[src/rtl/reg_dump.sv]
// reg_dump: walks a register-file address range through one read port and
// streams each word out over valid/ready, then pulses done with an XOR checksum.
module reg_dump #(
    parameter int DATA_W = 16,
    parameter int ADDR_W = 4
) (
    input  logic              clk,
    input  logic              rst_n,
    input  logic              start,
    input  logic [ADDR_W-1:0] first,
    input  logic [ADDR_W-1:0] last,
    output logic [ADDR_W-1:0] raddr,
    input  logic [DATA_W-1:0] rdata,
    output logic              busy,
    output logic              out_valid,
    input  logic              out_ready,
    output logic [DATA_W-1:0] out_data,
    output logic [ADDR_W-1:0] out_addr,
    output logic              out_last,
    output logic              done,
    output logic [DATA_W-1:0] checksum
);

    typedef enum logic [1:0] {IDLE, FETCH, SEND, DONE} state_t;

    state_t            state, state_nx;
    logic [ADDR_W-1:0] ptr;
    logic [ADDR_W-1:0] last_q;
    logic              hs;

    assign hs    = out_valid && out_ready;
    // Read port only carries a live address once a dump is running.
    assign raddr = (state == IDLE) ? '0 : ptr;
    assign busy  = (state != IDLE);
    assign done  = (state == DONE);

    // State register.
    always_ff @(posedge clk or negedge rst_n) begin
        if (!rst_n) state <= IDLE;
        else        state <= state_nx;
    end

    // Next-state: one FETCH per word, SEND waits for the consumer.
    always_comb begin
        state_nx = state;
        case (state)
            IDLE:    if (start) state_nx = FETCH;
            FETCH:   state_nx = SEND;
            SEND:    if (hs) state_nx = out_last ? DONE : FETCH;
            DONE:    state_nx = IDLE;
            default: state_nx = IDLE;
        endcase
    end

    // Datapath: range pointers, output word register and running checksum.
    always_ff @(posedge clk or negedge rst_n) begin
        if (!rst_n) begin
            ptr       <= '0;
            last_q    <= '0;
            out_valid <= 1'b0;
            out_data  <= '0;
            out_addr  <= '0;
            out_last  <= 1'b0;
            checksum  <= '0;
        end else begin
            case (state)
                IDLE: begin
                    if (start) begin
                        ptr      <= first;
                        last_q   <= last;
                        checksum <= '0;
                    end
                end
                FETCH: begin
                    out_data  <= rdata;
                    out_addr  <= ptr;
                    out_last  <= (ptr == last_q);
                    out_valid <= 1'b1;
                end
                SEND: begin
                    if (hs) begin
                        checksum  <= checksum ^ out_data;
                        out_valid <= 1'b0;
                        // Pointer wraps naturally at 2^ADDR_W.
                        if (!out_last) ptr <= ptr + 1'b1;
                    end
                end
                default: ;
            endcase
        end
    end

endmodule

[config.mk]
export PLATFORM = sky130hd
export DESIGN_NAME = reg_dump
export DESIGN_NICKNAME = d
export VERILOG_FILES = /design/src/rtl/reg_dump.sv
export SDC_FILE = /design/constraint.sdc
export NUM_CORES = 1
export LEC_CHECK = 0
export BUFFER_PORTS_ARGS = -buffer_cell sky130_fd_sc_hd__buf_2
export CELL_PAD_IN_SITES_DETAIL_PLACEMENT = 1
export CELL_PAD_IN_SITES_GLOBAL_PLACEMENT = 2
export CORE_MARGIN = 1
export CORE_UTILIZATION = 30
export DETAILED_ROUTE_END_ITERATION = 12
export PLACE_DENSITY = 0.77
export REMOVE_ABC_BUFFERS = 1
export SYNTH_ARGS = -nofsm -noshare
export SYNTH_HDL_FRONTEND = slang
export SYNTH_SLANG_ARGS = --single-unit
[constraint.sdc]
create_clock -name clk -period 1.6 [get_ports clk]
set_input_delay 0.08 -clock clk [delete_from_list [all_inputs] [get_ports clk]]
set_output_delay 0.08 -clock clk [all_outputs]
set_load 0.005 [all_outputs]
* After elaboration in Yosys (flattened, before gate mapping)
Index checks and enable logic that the tools add are counted.
** Cells by class
- Bitwise gates (word level) :: 1
- Eq/ne operators :: 7
- Reduce and logical (&&, ||, !) cells :: 10
- Multiplexer cells :: 14
- Add/sub/neg operators :: 1
** Operators with widths (count)
- 2-to-1 mux 16 bit :: 2
- one-hot mux 16 bit (2 select lines) :: 1
- 2-to-1 mux 4 bit :: 4
- XOR 16 bit :: 1
- one-hot mux 2 bit (4 select lines) :: 1
- one-hot mux 4 bit (2 select lines) :: 1
- 2-to-1 mux 2 bit :: 3
- inequality test 2 bit (second input constant) :: 3
- AND reduction 2 bit :: 3
- nonzero test 2 bit :: 3
- adder 4 x 1 -> 4 bit (second input constant) :: 1
- equality test 2 bit (second input constant) :: 2
- equality test 4 bit :: 1
- AND reduction 4 bit :: 1
- AND reduction 3 bit :: 1
- equality test 2 x 1 -> 1 bit (second input constant) :: 1
- zero test 2 bit :: 1
- one-hot mux 1 bit (2 select lines) :: 1
- logical AND 1 bit :: 1
- 2-to-1 mux 1 bit :: 1
** Word-level totals
- Logic and storage cells :: 41
- Bits in registers :: 48
- Input port bits :: 28
- Output and inout bits :: 44

* Longest topological paths before layout
- Word-level depth :: 4
- Gate-level depth with buffers :: 6
- Mapped depth without buffers :: 4

* Worst setup path before layout
OpenSTA, ideal clock, no wires.
- Kind :: register to register
- Start point :: reg state[0]
- End point :: reg last_q[0]
- Stages on the path, launching flop included :: 5
- Path buffers :: 2
- Clock period less this slack :: 1.455 ns
- Setup slack :: 0.145 ns
- Arrival :: 1.330 ns
- Path through :: dfrtp_1 > buf_2 > nor3b_1 > buf_4 > mux2_2
** On the way
- Word-level cells in the longest chain between the ends :: 2
** Ends and longest elaborated chain
- start, declared :: RTL line 26 : state_t state, state_nx;
- start signal, assigned :: RTL line 40 : else state <= state_nx;
- zero test 2 bit :: RTL line 66 : case (state)
- AND reduction 2 bit (no source line)
- end signal, assigned :: RTL line 70 : last_q <= last;
- end, declared :: RTL line 28 : logic [ADDR_W-1:0] last_q;
No other way between the ends.
A chain may end at the register's enable or synchronous reset.

* Worst setup path in the final report
- Start point :: reg state[1]
- End point :: reg ptr[1]
** On the way
- Word-level cells in the longest chain between the ends :: 3
** Ends and longest elaborated chain
- equality test 2 bit or zero test 2 bit (tied branches) :: RTL line 66
- inequality test 2 bit (no source line) or nonzero test 2 bit (tied branches)
- AND reduction 4 bit (no source line)
- end signal, assigned :: RTL line 69 : ptr <= first;
- end signal, assigned :: RTL line 85 : if (!out_last) ptr <= ptr + 1'b1;
- end, declared :: RTL line 27 : logic [ADDR_W-1:0] ptr;
Several ways; a longest one is shown, not always the timed one.

==> flow_summary_export.csv <==
group,metric,value,unit
routing,viasPerCell,4.66,
placement,numPortBuffers,71,
pwr,ir_drop,0.596,mV
worst_setup_path,cp.required,1790,ps
pwr,finalPower,5.53,mW
finish,antenna_cells,0,
timing,finalHoldViolCount,0,
synth,synth_area,2130,um^2
worst_setup_path,crit_slowest_cell,"dfrtp_2",
clocking,cts_tree,"yes",
synth,synth_edf_count,0,
hold_path,holdCritPathClass,"in -> reg",
routing,dr.pass1.iters,3,
floorplan,initial_utilization,31.1,%
floorplan,dieWidth,86.2,um
synth,ys_ff_latch,48,
timing,worst_pin_slew,520,ps
finish,final_area,2980,um^2
global_route,grt_remaining_overflow,0,
worst_setup_path,crit_fanout,10,
placement,place_congestion,0.704,
finish,final_cell_count_no_fill,397,
timing,setup_viol,0,
clocking,cts-root-buf,"clkbuf_8",
placement,post-place-ws,18.5,ps
global_route,antenna_found_initial,0,
worst_setup_path,crit_buf_inv,1,
timing,max_freq,647,MHz
synth,synth_cell_type_count,32,
clocking,clockBufferDepth,2,
timing,fin_crit,1550,ps
floorplan,core,6830,um^2
synth,syn_avg_cell_area,10.4,um^2
finish,nNetsFinal,329,
global_route,grtUsageTotal,16.0,%
synth,synthCells,205,
timing,fin_ws,54.0,ps
global_route,grt_max_degree,36,
pwr,cellPowerDensity,1860,nW/um^2
routing,vias,1851,
run,maxCapViolCount,0,
finish,fill_cells,834,
synth,ys_warn_count,0,
worst_setup_path,crit_type,"reg -> reg",
floorplan,die_y,86.2,um
finish,area_growth,40.0,%
worst_setup_path,cpLargestDelayFamily,"flip-flops",
global_route,grt_pass1_vias,1938,
floorplan,die_area,7430,um^2
placement,hpwlAfterDp,3770,um
synth,yosys.area_share.adder,0.589,%
timing,fin_skew,5.88,ps
status,status,"finished, final reports clean",
worst_setup_path,startpoint_type,"flip-flop",
timing,finalMaxSlewViolations,0,
clocking,post_cts_buffers,0,
worst_setup_path,critPathCaptureType,"flip-flop",
clocking,path_clk_slew,90,ps
worst_setup_path,worstPathArrival,1730,ps
placement,place_inst,371,
timing,final.setup.tns,0,ps
synth,seq_area_frac_synth,56.5,%
clocking,numCtsBuffers,5,
finish,final_util,43.6,%
floorplan,rows,30,
routing,postRouteAntennaNets,0,
timing,worst_hold_slack,11.5,ps
synth,ys_async_sr_fraction,100,%
synth,synth_xor_area_share,1.65,%
synth,muxShareOfSynthArea,5.83,%
routing,drt_iter0_drc,49,
timing,rsz0062_at_grt,"yes",
worst_setup_path,crit_chain,"buf_4 > nand2b_1 > a21oi_2 > mux2_2",
worst_setup_path,max_stage_delay,510,ps
worst_setup_path,rrSetupSlack,50,ps
floorplan,pin_count,72,
global_route,grt_pass1_wl,9380,um
clocking,htreeDepth,2,
clocking,clk_latency,300,ps
synth,ys.flop_type,"dfrtp_1",
pwr,p_leak,1.45,nW
routing,wire_per_inst,14.5,um
finish,drive_gt1_share,35.9,%
synth,synth_top_family_by_area,"compound AO/OA/AOI/OAI gates",
placement,placed_area,2640,um^2
routing,wirelength,5750,um
synth,synthSimpleGateAreaFrac,14.2,%
timing,min_period_over_period,96.6,%
synth,synth_compound_area_share,15.5,%
routing,drc,0,
clocking,cts_num_sinks,48,
timing,worst_slew_margin_rel,65.3,%
per-layer routing:
layer / routed length (um) / GRT usage [%]
met1: 2670 / 21.3
met2: 2820 / 26.9
met3: 217 / 3.43
met4: 43 / 3.64
met5: 0 / 0
layout by cell type, fill, tap and decap left out, types with 2 or more instances in the layout:
cell type,count
o21ai_0,33
nand3_1,2
inv_1,18
clkbuf_8,7
nor2b_1,4
dlygate4sd3_1,17
buf_2,71
xor2_1,4
dfrtp_1,47
mux2_2,11
nand4b_4,2
nand2b_1,2
a21oi_1,16
or3_1,16
buf_4,9
nand2_1,19
cell families after synthesis:
family / count (synthesis)
buffers and inverters: 29
adders and majority gates: 1
AOI/OAI and AO/OA: 59
xor gates and xnor gates: 4
DFF: 48
and+or+nand+nor: 53
muxes: 11
worst reg2reg max path: stages (launching register included):
cell and delay (ps):
dfrtp_2 510, buf_4 210, nand2b_1 190, a21oi_2 180, mux2_2 350
registers in the layout, indices dropped and copies added, names as in the netlist:
name	flops
ptr	4
checksum	16
last_q	4
state	2
out_last	1
out_valid	1
out_data	16
out_addr	4
power by group:
part           leakage (nW)  total (mW)  internal [mW]  switching [mW]
clock                0.0645       0.973          0.552           0.420
combinational         0.781        2.30           1.16            1.14
sequential            0.602        2.26           1.79           0.467
total                  1.45        5.53           3.50            2.03
final cells by class:
| cell class | count | area [um^2] | share of cell area, % |
|---|---|---|---|
| clock buffers | 7 | 96.3 | 3.24 |
| clock inverters | 1 | 30.0 | 1.01 |
| inverters | 18 | 67.6 | 2.27 |
| multi-input cells | 129 | 846 | 28.4 |
| flip-flops and latches | 48 | 1200 | 40.4 |
| well taps | 96 | 120 | 4.04 |
| repair buffers | 98 | 613 | 20.6 |
worst paths after layout:
path	startpoint	endpoint	cells after the start
worst max-delay path	state[1]	ptr[1]	4
worst min-delay path	last[2]	last_q[2]	2
worst max register to register	state[1]	ptr[1]	4
worst min register to register	out_addr[1]	out_addr[1]	1
max in group asynchronous	rst_n	state[1]	3
min in group asynchronous	rst_n	out_data[12]	2
Yosys cell counts (2+ instances only):
master	number	area, um^2
a21oi_1	17	85.1
buf_2	6	30.0
clkbuf_1	3	11.3
dfrtp_1	48	1200
inv_1	18	67.6
mux2_2	11	124
nand2_1	19	71.3
nand2b_1	2	12.5
nand3_1	2	10.0
nor2_1	2	7.51
nor2b_1	5	31.3
nor3b_1	2	15.0
o21ai_0	33	165
or3_1	16	100
xor2_1	4	35.0
what timing repair did:
| item | CTS | global route |
|---|---|---|
| hold endpoints to repair | 36 | 0 |
| pin swaps | 1 | 0 |
| endpoints found under the setup margin | 2 | 23 |
| gates cloned | 0 | 1 |
| hold buffers | 17 | 0 |
| resized for setup | 1 | 4 |
Note: power is estimated with default switching activity, not from simulation.
